[src/rtl/dma_controller_pkg.sv]
// Shared types and constants for the DMA transfer engine and its channel register sets.
package dma_controller_pkg;

   typedef enum logic [2:0] {
      IDLE,
      RD_REQ,
      RD_WAIT,
      WR_REQ,
      ACK
   } xfer_state_t;

   localparam int unsigned BYTE_W = 8;

   // Address step per beat is one full data word, expressed in bytes.
   function automatic int unsigned addr_step(input int unsigned data_w);
      return data_w / BYTE_W;
   endfunction

endpackage

[src/rtl/dma_controller_ch_regs.sv]
// Per-channel current source/destination address and remaining beat count.
// A load always takes priority over the per-beat update from the engine.
module dma_controller_ch_regs
   import dma_controller_pkg::*;
#(
   parameter int ADDR_W = 32,
   parameter int DATA_W = 32,
   parameter int CNT_W  = 16
)(
   input  logic              clk,
   input  logic              rst,
   input  logic              load,
   input  logic [ADDR_W-1:0] src_addr,
   input  logic [ADDR_W-1:0] dst_addr,
   input  logic [CNT_W-1:0]  cnt,
   input  logic              src_inc,
   input  logic              dst_inc,
   input  logic              update,
   output logic [ADDR_W-1:0] cur_src,
   output logic [ADDR_W-1:0] cur_dst,
   output logic [CNT_W-1:0]  remaining
);

   localparam logic [ADDR_W-1:0] STEP = ADDR_W'(addr_step(DATA_W));

   // Address adds wrap naturally at ADDR_W bits; the count saturates at zero.
   always_ff @(posedge clk or posedge rst) begin
      if (rst) begin
         cur_src   <= '0;
         cur_dst   <= '0;
         remaining <= '0;
      end else if (load) begin
         cur_src   <= src_addr;
         cur_dst   <= dst_addr;
         remaining <= cnt;
      end else if (update && (remaining != '0)) begin
         remaining <= remaining - CNT_W'(1);
         if (src_inc) cur_src <= cur_src + STEP;
         if (dst_inc) cur_dst <= cur_dst + STEP;
      end
   end

endmodule

[src/rtl/dma_controller_xfer.sv]
// DMA transfer engine: moves one beat per grant from a channel's source to its destination
// over a memory-mapped master port, then pulses acknowledge/terminal-count/error for that channel.
module dma_controller_xfer
   import dma_controller_pkg::*;
#(
   parameter int CHANNELS_AMOUNT = 4,
   parameter int CHANNEL_CNT_W   = $clog2(CHANNELS_AMOUNT),
   parameter int ADDR_W          = 32,
   parameter int DATA_W          = 32,
   parameter int CNT_W           = 16
)(
   input  logic                       clk_i,
   input  logic                       rst_i,
   input  logic                       req_valid_i,
   input  logic [CHANNEL_CNT_W-1:0]   req_num_i,
   output logic                       ready_o,
   output logic                       acknowledge_o [CHANNELS_AMOUNT-1:0],
   input  logic                       ch_load_i     [CHANNELS_AMOUNT-1:0],
   input  logic [ADDR_W-1:0]          ch_src_addr_i [CHANNELS_AMOUNT-1:0],
   input  logic [ADDR_W-1:0]          ch_dst_addr_i [CHANNELS_AMOUNT-1:0],
   input  logic [CNT_W-1:0]           ch_cnt_i      [CHANNELS_AMOUNT-1:0],
   input  logic                       ch_src_inc_i  [CHANNELS_AMOUNT-1:0],
   input  logic                       ch_dst_inc_i  [CHANNELS_AMOUNT-1:0],
   output logic [CHANNELS_AMOUNT-1:0] tc_o,
   output logic [CHANNELS_AMOUNT-1:0] err_o,
   output logic [ADDR_W-1:0]          mm_address_o,
   output logic                       mm_read_o,
   output logic                       mm_write_o,
   output logic [DATA_W-1:0]          mm_writedata_o,
   input  logic [DATA_W-1:0]          mm_readdata_i,
   input  logic                       mm_readdatavalid_i,
   input  logic                       mm_waitrequest_i
);

   xfer_state_t state, state_nxt;

   logic [CHANNEL_CNT_W-1:0] ch_q;
   logic                     err_q;
   logic                     last_q;
   logic                     reload_q;
   logic [ADDR_W-1:0]        src_q;
   logic [ADDR_W-1:0]        dst_q;
   logic [DATA_W-1:0]        data_q;

   logic [ADDR_W-1:0] cur_src   [CHANNELS_AMOUNT];
   logic [ADDR_W-1:0] cur_dst   [CHANNELS_AMOUNT];
   logic [CNT_W-1:0]  remaining [CHANNELS_AMOUNT];
   logic              update    [CHANNELS_AMOUNT];

   logic grant_ok;
   logic grant_zero;
   logic capture;

   // Out-of-range channel numbers are accepted but ignored: no bus access, no pulses.
   assign grant_ok   = (state == IDLE) && req_valid_i && (int'(req_num_i) < CHANNELS_AMOUNT);
   assign grant_zero = (remaining[req_num_i] == '0);
   assign capture    = mm_readdatavalid_i &&
                       ((state == RD_WAIT) || ((state == RD_REQ) && !mm_waitrequest_i));

   for (genvar i = 0; i < CHANNELS_AMOUNT; i++) begin : g_ch
      // A reload seen at any point during the beat suppresses the ACK-time update.
      assign update[i] = (state == ACK) && (int'(ch_q) == i) && !err_q && !reload_q;

      dma_controller_ch_regs #(
         .ADDR_W (ADDR_W),
         .DATA_W (DATA_W),
         .CNT_W  (CNT_W)
      ) u_regs (
         .clk       (clk_i),
         .rst       (rst_i),
         .load      (ch_load_i[i]),
         .src_addr  (ch_src_addr_i[i]),
         .dst_addr  (ch_dst_addr_i[i]),
         .cnt       (ch_cnt_i[i]),
         .src_inc   (ch_src_inc_i[i]),
         .dst_inc   (ch_dst_inc_i[i]),
         .update    (update[i]),
         .cur_src   (cur_src[i]),
         .cur_dst   (cur_dst[i]),
         .remaining (remaining[i])
      );
   end

   always_ff @(posedge clk_i or posedge rst_i) begin
      if (rst_i) begin
         state    <= IDLE;
         ch_q     <= '0;
         err_q    <= 1'b0;
         last_q   <= 1'b0;
         reload_q <= 1'b0;
      end else begin
         state <= state_nxt;
         if (grant_ok) begin
            ch_q     <= req_num_i;
            err_q    <= grant_zero;
            last_q   <= (remaining[req_num_i] == CNT_W'(1));
            reload_q <= 1'b0;
         end else if ((state != IDLE) && ch_load_i[ch_q]) begin
            reload_q <= 1'b1;
         end
      end
   end

   // Beat addresses are latched at grant so a mid-flight reload cannot disturb the bus.
   always_ff @(posedge clk_i) begin
      if (grant_ok) begin
         src_q <= cur_src[req_num_i];
         dst_q <= cur_dst[req_num_i];
      end
      if (capture) data_q <= mm_readdata_i;
   end

   always_comb begin
      state_nxt      = state;
      ready_o        = 1'b0;
      mm_read_o      = 1'b0;
      mm_write_o     = 1'b0;
      mm_address_o   = '0;
      mm_writedata_o = '0;
      tc_o           = '0;
      err_o          = '0;
      for (int i = 0; i < CHANNELS_AMOUNT; i++) acknowledge_o[i] = 1'b0;

      unique case (state)
         IDLE: begin
            ready_o = 1'b1;
            if (grant_ok) state_nxt = grant_zero ? ACK : RD_REQ;
         end
         RD_REQ: begin
            mm_read_o    = 1'b1;
            mm_address_o = src_q;
            if (!mm_waitrequest_i) state_nxt = mm_readdatavalid_i ? WR_REQ : RD_WAIT;
         end
         RD_WAIT: begin
            if (mm_readdatavalid_i) state_nxt = WR_REQ;
         end
         WR_REQ: begin
            mm_write_o     = 1'b1;
            mm_address_o   = dst_q;
            mm_writedata_o = data_q;
            if (!mm_waitrequest_i) state_nxt = ACK;
         end
         ACK: begin
            acknowledge_o[ch_q] = 1'b1;
            tc_o[ch_q]          = !err_q && last_q && !reload_q && !ch_load_i[ch_q];
            err_o[ch_q]         = err_q;
            state_nxt           = IDLE;
         end
         default: state_nxt = IDLE;
      endcase
   end

endmodule
[config.mk]
export PLATFORM = sky130hd
export DESIGN_NAME = dma_controller_xfer
export DESIGN_NICKNAME = d
export VERILOG_FILES = /design/src/rtl/dma_controller_pkg.sv /design/src/rtl/dma_controller_ch_regs.sv /design/src/rtl/dma_controller_xfer.sv
export SDC_FILE = /design/constraint.sdc
export NUM_CORES = 1
export LEC_CHECK = 0
export BUFFER_PORTS_ARGS = -buffer_cell sky130_fd_sc_hd__buf_4
export CORE_MARGIN = 3
export CORE_UTILIZATION = 50
export DETAILED_ROUTE_END_ITERATION = 16
export PLACE_DENSITY = 0.76
export SYNTH_ARGS = -nofsm -noshare
export SYNTH_HDL_FRONTEND = slang
export SYNTH_HIERARCHICAL = 1
export SYNTH_SLANG_ARGS = --single-unit
[constraint.sdc]
create_clock -name clk_i -period 5.9 [get_ports clk_i]
set_input_delay 1.18 -clock clk_i [delete_from_list [all_inputs] [get_ports clk_i]]
set_output_delay 1.18 -clock clk_i [all_outputs]
set_load 0.01 [all_outputs]
## Yosys cells after proc, flatten, opt, wreduce, memory -nomap -nowiden

Cells that the tools add are included.

| storage, ports and cells | value |
|---|---|
| register bits | 424 |
| latch bits | 0 |
| bits in writable memories | 0 |
| memory bits (read-only) | 0 |
| input port bits | 371 |
| output and inout bits | 79 |
| memories | 0 |

| operators by class | value |
|---|---|
| add/subtract/negate cells | 12 |
| $mul | 0 |
| div/mod/pow operators | 0 |
| magnitude comparators | 3 |
| equal/unequal tests | 12 |
| shift operators | 0 |
| multiplexer cells | 62 |
| bitwise operators | 3 |
| reductions and logical operators | 59 |

Operator list:

| kind | number |
|---|---|
| two-way mux 32 bit | 29 |
| adder 32 x 3 -> 32 bit, second input constant | 8 |
| two-way mux 16 bit | 10 |
| binary-select mux 32 bit (select 2 bit) | 2 |
| one-hot mux 32 bit (2 select lines) | 1 |
| nonzero test 16 bit | 4 |
| subtractor 16 x 1 -> 16 bit, second input constant | 4 |
| binary-select mux 16 bit (select 2 bit) | 1 |
| nonzero test 2 bit | 13 |
| logical AND 1 bit | 24 |
| equality test 16 x 1 -> 1 bit, second input constant | 1 |
| logical NOT 16 bit | 1 |
| AND reduction 2 bit | 8 |
| two-way mux 3 bit | 5 |
| two-way mux 4 bit | 3 |
| one-hot mux 3 bit (4 select lines) | 1 |
| AND 4 bit | 2 |
| two-way mux 1 bit | 8 |
| inequality test 2 bit, second input constant | 4 |
| equality test 3 x 2 -> 1 bit, second input constant | 2 |
| equality test 2 bit, second input constant | 2 |
| logical NOT 1 bit | 4 |
| AND reduction 4 bit | 1 |
| equality test 3 x 1 -> 1 bit, second input constant | 1 |
| other kinds (12) | 12 |

## Logic depth before layout (Yosys ltp)

Gate-level depths: netlist of the first run.

| logic depth | value |
|---|---|
| depth after elaboration | 8 |
| gate-level depth with buffers | 12 |

## Modules after synthesis

The synthesis of the first run kept the hierarchy.

By module, submodules not included:

| module | times used | cells an instance | area each (um^2) | seq. area each (um^2) |
|---|---|---|---|---|
| dma_controller_ch_regs | 4 | 536 | 4838.4 | 2001.9 |
| dma_controller_xfer | 1 | 389 | 5855.6 | 3083.0 |

## Worst setup path after synthesis of the first run

No wires, ideal clock.

| timing path | value |
|---|---|
| path type | input port to flip-flop |
| start | input port mm_waitrequest_i |
| end | register data_q[0], enable pin |
| setup time | 468 ps |
| arrival time | 3809 ps |
| required time | 5432 ps |
| slack | 1623 ps |
| stages on the path | 3 |
| buffers on the path | 0 |
| cells stage by stage | nor2b_1 -> a21oi_1 -> nor3b_1 |

| on the way | value |
|---|---|
| longest elaborated chain between the ends | 4 |

Ends and longest elaborated chain:

| what | line | RTL |
|---|---|---|
| start: declaration | dma_controller_xfer.sv:32 | `input logic mm_waitrequest_i` |
| logical NOT 1 bit | - |  |
| logical AND 1 bit | dma_controller_xfer.sv:58 | `((state == RD_WAIT) \|\| ((state == RD_REQ) && !mm_waitrequest_i));` |
| logical OR 1 bit | dma_controller_xfer.sv:58 |  |
| logical AND 1 bit | dma_controller_xfer.sv:57 | `assign capture = mm_readdatavalid_i &&` |
| via capture | dma_controller_xfer.sv:52 | `logic capture;` |
| end signal: assignment | dma_controller_xfer.sv:110 | `if (capture) data_q <= mm_readdata_i;` |
| end: declaration | dma_controller_xfer.sv:43 | `logic [DATA_W-1:0] data_q;` |

The timed path passes the listed nets, and every way through them passes these cells.
A chain may end at the register's enable or synchronous reset.

## Worst setup path after layout of the first run

| timing path | value |
|---|---|
| start | input port ch_load_i[3] (netlist bit) |
| end | output port tc_o[3] |

| on the way | value |
|---|---|
| longest elaborated chain between the ends | 6 |

Ends and longest elaborated chain:

| what | line | RTL |
|---|---|---|
| start: declaration | dma_controller_xfer.sv:18 | `input logic ch_load_i [CHANNELS_AMOUNT-1:0],` |
| binary-select mux 1 bit (select 2 bit) | dma_controller_xfer.sv:145 | `tc_o[ch_q] = !err_q && last_q && !reload_q && !ch_load_i[ch_q];` |
| two-way mux 1 bit (implied by the code) | dma_controller_xfer.sv:145 |  |
| logical NOT 1 bit | dma_controller_xfer.sv:145 |  |
| logical AND 1 bit | dma_controller_xfer.sv:145 |  |
| AND 4 bit (no line) | - |  |
| two-way mux 4 bit | dma_controller_xfer.sv:124 | `unique case (state)` |
| end: declaration | dma_controller_xfer.sv:24 | `output logic [CHANNELS_AMOUNT-1:0] tc_o,` |

Every way passes these cells. The select of a mux whose other input is x is not followed.

==> results of run 1 <==
[layer usage]
metal  vias to the layer above  track usage, %
li1                      10310               -
met1                     11380           44.15
met2                      1524           55.96
met3                       277           6.960
met4                         6           17.89
met5                         -               0
[cell type report]
type	instances	area share (%)
clock buffers	65	4.565
clock inverters	26	0.6328
flip-flops and latches	424	36.43
repair buffers	484	11.93
diodes	2	0.01644
well taps	664	2.729
inverters	42	0.5301
multi-input cells	1899	43.16
[metrics by stage]
stage	hold slack, ns	cell area [um2]
2_1_floorplan	0.4495	25210
3_3_place_gp	0.4896	28860
3_5_place_dp	0.4927	28860
4_1_cts	0.4725	30440
5_1_grt	0.4890	30440
6_report	0.4961	30450
[sequential cells by signal (all words and copies together) (netlist names)]
register and count:
g_ch.u_regs/cur_dst 128, g_ch.u_regs/cur_src 128, g_ch.u_regs/remaining 64, data_q 32, dst_q 32, src_q 32, state 3, ch_q 2
err_q 1, last_q 1, reload_q 1
[layout by cell type, fill, tap and decap left out, types with 52 or more instances in the layout]
cell         n
or3_1       57
nand3_1    101
and3_1      67
clkbuf_16   52
dfrtp_1    327
nor2_1     170
o21ai_0    229
nand2_1    293
mux4_2      66
xor2_1     116
edfxtp_1    96
a31oi_1     76
nand4_1     66
o211ai_1    68
buf_4      484
xnor2_1     61
[worst register-to-register path: cells and delay by family, from the launching register on]
family	cells	cell delay, ns
muxes	1	0.26
AOI/OAI and AO/OA	1	0.29
DFF	1	0.46
and+or+nand+nor	6	1.60
xor gates and xnor gates	1	0.19
buffers and inverters	1	0.27
[worst min-delay path by stage]
stage | startpoint | end
floorplan | last_q | last_q
global placement | g_ch[2].u_regs/cur_dst[1] | g_ch[2].u_regs/cur_dst[1]
detailed placement | g_ch[2].u_regs/cur_dst[1] | g_ch[2].u_regs/cur_dst[1]
CTS | rst_i | g_ch[2].u_regs/cur_src[1]
global route | rst_i | g_ch[2].u_regs/cur_src[1]
finish | rst_i | g_ch[2].u_regs/cur_src[1]
[where the power goes]
| group | switching [W] | leakage [nW] | internal [W] |
|---|---|---|---|
| combinational | 0.00109 | 6.47 | 0.000876 |
| clock | 0.00129 | 0.780 | 0.00174 |
| sequential | 0.000506 | 4.77 | 0.00341 |
[cells by family after synthesis]
group,after synthesis,share of synthesized area (%)
mux,146,9.311
buf+inv,210,3.990
flops,424,43.99
simple gates,982,20.43
compound gates,582,15.53
fa+ha+maj,12,0.5956
xor+xnor,177,6.149
==> impl_metrics.json, run 1 <==
{
  "synth_edf_count": 96,
  "synth_seq_cells": 424,
  "crit_type": "in2out",
  "clkLatencyLatePin_ns": 0.60,
  "path_clk_slew_ns": 0.06,
  "place_inst": 3513,
  "fin_tns_setup_ns": 0,
  "finalHoldViolations": 0,
  "crit_path_max_fanout": 29,
  "antenna_found_initial": 5,
  "cp.arrival_ns": 2.56,
  "fp.dieH_um": 230.5,
  "finalMaxSlewViolations": 0,
  "p_leak_nw": 12.02,
  "cp.depth": 6,
  "via_count": 23500,
  "ios": 450,
  "max-vdd-ir-drop_v": 0.0002016,
  "post-place-ws_ns": 2.148,
  "wl_met1_mm": 34.91,
  "grt.total_usage_pct": 34.58,
  "yosysSeqAreaShare_pct": 43.99,
  "r2r_cells": 10,
  "drt_wl_total_mm": 94.99,
  "grt_max_degree": 106,
  "die_w_um": 230.5,
  "crit_slowest_cell": "mux4_2",
  "finClkSkew_ns": 0.02497,
  "layout.nets": 3283,
  "rsz0062_at_grt": "false",
  "cts_made_buffers": 49,
  "grt_pass1_wl_mm": 139.0,
  "die-area_um2": 53150,
  "critPathLaunchType": "primary input",
  "synth_nets": 2916,
  "gp_congestion": 0.9921,
  "maxCapViolations": 0,
  "status": "complete, no violations",
  "area_delta_synth_final_pct": 20.78,
  "worstReg2RegStart": "state[0]",
  "synthFlopType": "dfrtp_1",
  "yosysTopAreaCell": "dfrtp_1",
  "avgSynthCellArea_um2": 9.952,
  "grt_overflow_total": 0,
  "num_rows": 81,
  "nFillCells": 4127,
  "dp_hpwl_mm": 72.64,
  "dr.pass1.iters": 6,
  "ant_nets": 0,
  "worstPathCellList": "buf_4 -> mux4_2 -> inv_1 -> nand3_1 -> nor2_1 -> buf_4",
  "drc": 0,
  "worstHoldPathType": "in2async",
  "setup_slack_ns": 2.165,
  "slew_headroom_pct": 28.87,
  "critPathCapture": "tc_o[3]",
  "fin_cells": 3606,
  "dr_wl_met3_mm": 10.24,
  "root_buffer": "clkbuf_16",
  "routed-wl-met2_mm": 44.13,
  "synthArstFlopShare_pct": 77.36,
  "finalSetupViolCount": 0,
  "finalCritPeriodShare_pct": 63.31,
  "synth_common_cells": "328 x dfrtp_1, 293 x nand2_1, 229 x o21ai_0, 170 x nor2_1, 116 x xor2_1",
  "crit_top_cell": "buf_4",
  "synth_top_area_share_pct": 32.56,
  "synth_most_common_cell": "dfrtp_1",
  "numPortBuffers": 449,
  "yosysWarnings": 6,
  "cts_tree": "built",
  "routed.top_layer": "met5",
  "htree_levels": 2,
  "drive_above_1_share_pct": 25.03,
  "syn_area_um2": 25210,
  "core_area_um2": 49360,
  "initialDrtViolationCount": 3149,
  "cts_sinks": 424,
  "worstSetupStartpoint": "ch_load_i[3]",
  "ys_top_cells_by_area": "dfrtp_1 33%, edfxtp_1 11%, mux4_2 5.9%",
  "worstPathRequired_ns": 4.72,
  "ff2ff_setup_slack_ns": 2.73,
  "critPathBufInv": 3,
  "seq_area_um2": 11090,
  "cp_top_family": "multiplexers",
  "finalCriticalPeriod_ns": 3.735,
  "worst_slew_pin_slew_ns": 1.067,
  "powerDensity_nw_per_um2": 292.7,
  "grt_pass1_vias": 22600,
  "synthDistinctLibCells": 61,
  "power_w": 0.008913,
  "ctsResizeCount": 0,
  "post_cts_buffers": 0,
  "hold_buffers": 0,
  "post-route-util_pct": 61.69,
  "r2r-end": "g_ch[0].u_regs/cur_dst[17]",
  "route.detailed.wl_per_inst_um": 26.34,
  "initial_core_util_pct": 51.08,
  "fmax_mhz": 267.7,
  "max_stage_delay_ns": 0.54,
  "end_kind": "primary output",
  "syn_inst": 2533,
  "multi_input_area_um2": 13140,
  "clk_path_buf_depth": 3,
  "via_per_inst": 6.517
}
Note: power is estimated with default switching activity, not from simulation.
==> inputs of run 2 (changes only) <==
PLACE_DENSITY = 0.78   (was 0.76)
clock period = 3.1 ns   (was 5.9 ns; I/O delays follow)
==> run 2 against run 1 <==
Effect of this change:
- total power grew 90%
- highest routed layer unchanged
- wire length up 0.96%
- sequential power up 88%
- register-to-register slack worse by 2.5 ns
- via count is 0.93% higher
==> impl_metrics.json, run 2 (same netlist as run 1, synthesis figures left out) <==
{
  "grt.total_usage_pct": 35.00,
  "finalSetupViolCount": 0,
  "power_w": 0.01693,
  "cp.arrival_ns": 2.39,
  "post-route-util_pct": 62.65,
  "nFillCells": 4045,
  "crit_path_max_fanout": 70,
  "grt_pass1_vias": 22770,
  "worstPathRequired_ns": 2.48,
  "drive_above_1_share_pct": 26.14,
  "root_buffer": "clkbuf_16",
  "postPlaceCellArea_um2": 29330,
  "worst_slew_pin_slew_ns": 0.8101,
  "maxCapViolations": 0,
  "layout.nets": 3329,
  "reg_top3": "g_ch.u_regs/cur_dst x128, g_ch.u_regs/cur_src x128, g_ch.u_regs/remaining x64",
  "fp.dieH_um": 230.5,
  "dp_hpwl_mm": 73.90,
  "end_kind": "primary output",
  "slew_headroom_pct": 45.93,
  "finalHoldViolations": 0,
  "crit_type": "reg2out",
  "cts_made_buffers": 47,
  "dr.pass1.iters": 5,
  "ant_nets": 0,
  "grt_max_degree": 110,
  "via_per_inst": 6.500,
  "finalCriticalPeriod_ns": 3.009,
  "cts_tree": "built",
  "die_w_um": 230.5,
  "numPortBuffers": 449,
  "worstPathCellList": "clkbuf_8 -> mux2i_1 -> nor2_1 -> buf_4",
  "grt_overflow_total": 0,
  "ios": 450,
  "worstHoldPathType": "in2async",
  "finalMaxSlewViolations": 0,
  "multi_input_area_um2": 13170,
  "htree_levels": 2,
  "cp_top_family": "buffers and inverters",
  "gp_congestion": 1.005,
  "finalCritPeriodShare_pct": 97.05,
  "area_delta_synth_final_pct": 22.67,
  "fin_tns_setup_ns": 0,
  "initial_core_util_pct": 51.08,
  "critPathLaunchType": "flip-flop",
  "fmax_mhz": 332.4,
  "final_area_um2": 30920,
  "max_stage_delay_ns": 0.61,
  "initialDrtViolationCount": 2980,
  "final_common_cell": "buf_4",
  "via_count": 23720,
  "finClkSkew_ns": 0.02274,
  "clkLatencyLatePin_ns": 0.60,
  "core_area_um2": 49360,
  "antenna_found_initial": 6,
  "drc": 0,
  "seq_area_um2": 11090,
  "final_cell_mix": "520 x buf_4, 327 x dfrtp_1, 292 x nand2_1",
  "grt_pass1_wl_mm": 140.6,
  "cts_sinks": 424,
  "powerDensity_nw_per_um2": 547.5,
  "p_leak_nw": 12.27,
  "crit_slowest_cell": "mux2i_1",
  "clk_path_buf_depth": 3,
  "route.detailed.wl_per_inst_um": 26.28,
  "critPathBufInv": 2,
  "drt_wl_total_mm": 95.90,
  "num_rows": 81,
  "die-area_um2": 53150,
  "max-vdd-ir-drop_v": 0.0003917,
  "status": "complete, no violations",
  "path_clk_slew_ns": 0.06
}
run 2: changes by cell type in the layout (fill, tap and decap cells not counted), moves of 2 or more:
cell	delta
clkinvlp_4	-2
buf_12	+10
nor4_1	-2
clkinv_2	-5
clkbuf_1	+5
nor4_2	+2
clkinv_4	-2
buf_4	+36
clkbuf_8	+5
clkbuf_16	-4
run 2: worst register-to-register path: cells and delay by family, from the launching register on:
family / cells / cell delay, ns
and+or+nand+nor: 7 / 2.24
DFF: 1 / 0.41
AOI/OAI and AO/OA: 1 / 0.20
run 2: final timing paths:
kind | from | endpoint | slack, ns | depth (start not counted)
min | rst_i | state[1] | 0.06 | 2
max reg2reg | state[1] | g_ch[3].u_regs/cur_src[31] | 0.21 | 8
max in group asynchronous | rst_i | g_ch[1].u_regs/cur_dst[3] | 2.16 | 3
max | state[1] | mm_address_o[6] | 0.09 | 4
min reg2reg | last_q | last_q | 0.52 | 2
min in group clk_i | mm_readdata_i[15] | data_q[15] | 0.20 | 1
run 2: report_power, final:
group | internal (W) | switching (W)
Clock | 0.00329 | 0.00238
Sequential | 0.00649 | 0.000877
Combinational | 0.00175 | 0.00215
Total | 0.0115 | 0.00540
run 2: final cells by class:
type / instances / area share, %
flip-flops and latches: 424 / 35.87
clock buffers: 70 / 4.410
inverters: 42 / 0.5260
multi-input cells: 1899 / 42.59
clock inverters: 17 / 0.5584
repair buffers: 532 / 13.35
well taps: 664 / 2.687
diodes: 1 / 0.008092
run 2: stage by stage:
| stage | cells | setup WS [ns] | hold WS (ns) |
|---|---|---|---|
| 6_report | 3649 | 0.09131 | 0.05607 |
| 5_1_grt | 3649 | -0.002968 | 0.06547 |
| 4_1_cts | 3645 | 0.008695 | 0.03824 |
| 2_1_floorplan | 2533 | 0.2776 | 0.4357 |
| 3_3_place_gp | 3558 | 0.2335 | 0.4801 |
| 3_5_place_dp | 3558 | 0.09491 | 0.4959 |
run 2: routing by layer:
layer / share of wire (%) / global-route usage [%] / vias to the layer above
met3: 10 / 6.725 / 257
met2: 46 / 55.86 / 1506
met4: 6.1 / 19.15 / 2
met5: 0.013 / 0 / -
li1: - / - / 10390
met1: 38 / 45.15 / 11560
run 2: what timing repair did:
item                                    CTS  global route
gates cloned                              0             0
hold buffers                              0             0
setup buffers                             0             3
gates resized for setup                   1             8
endpoints found under the setup margin    2            24
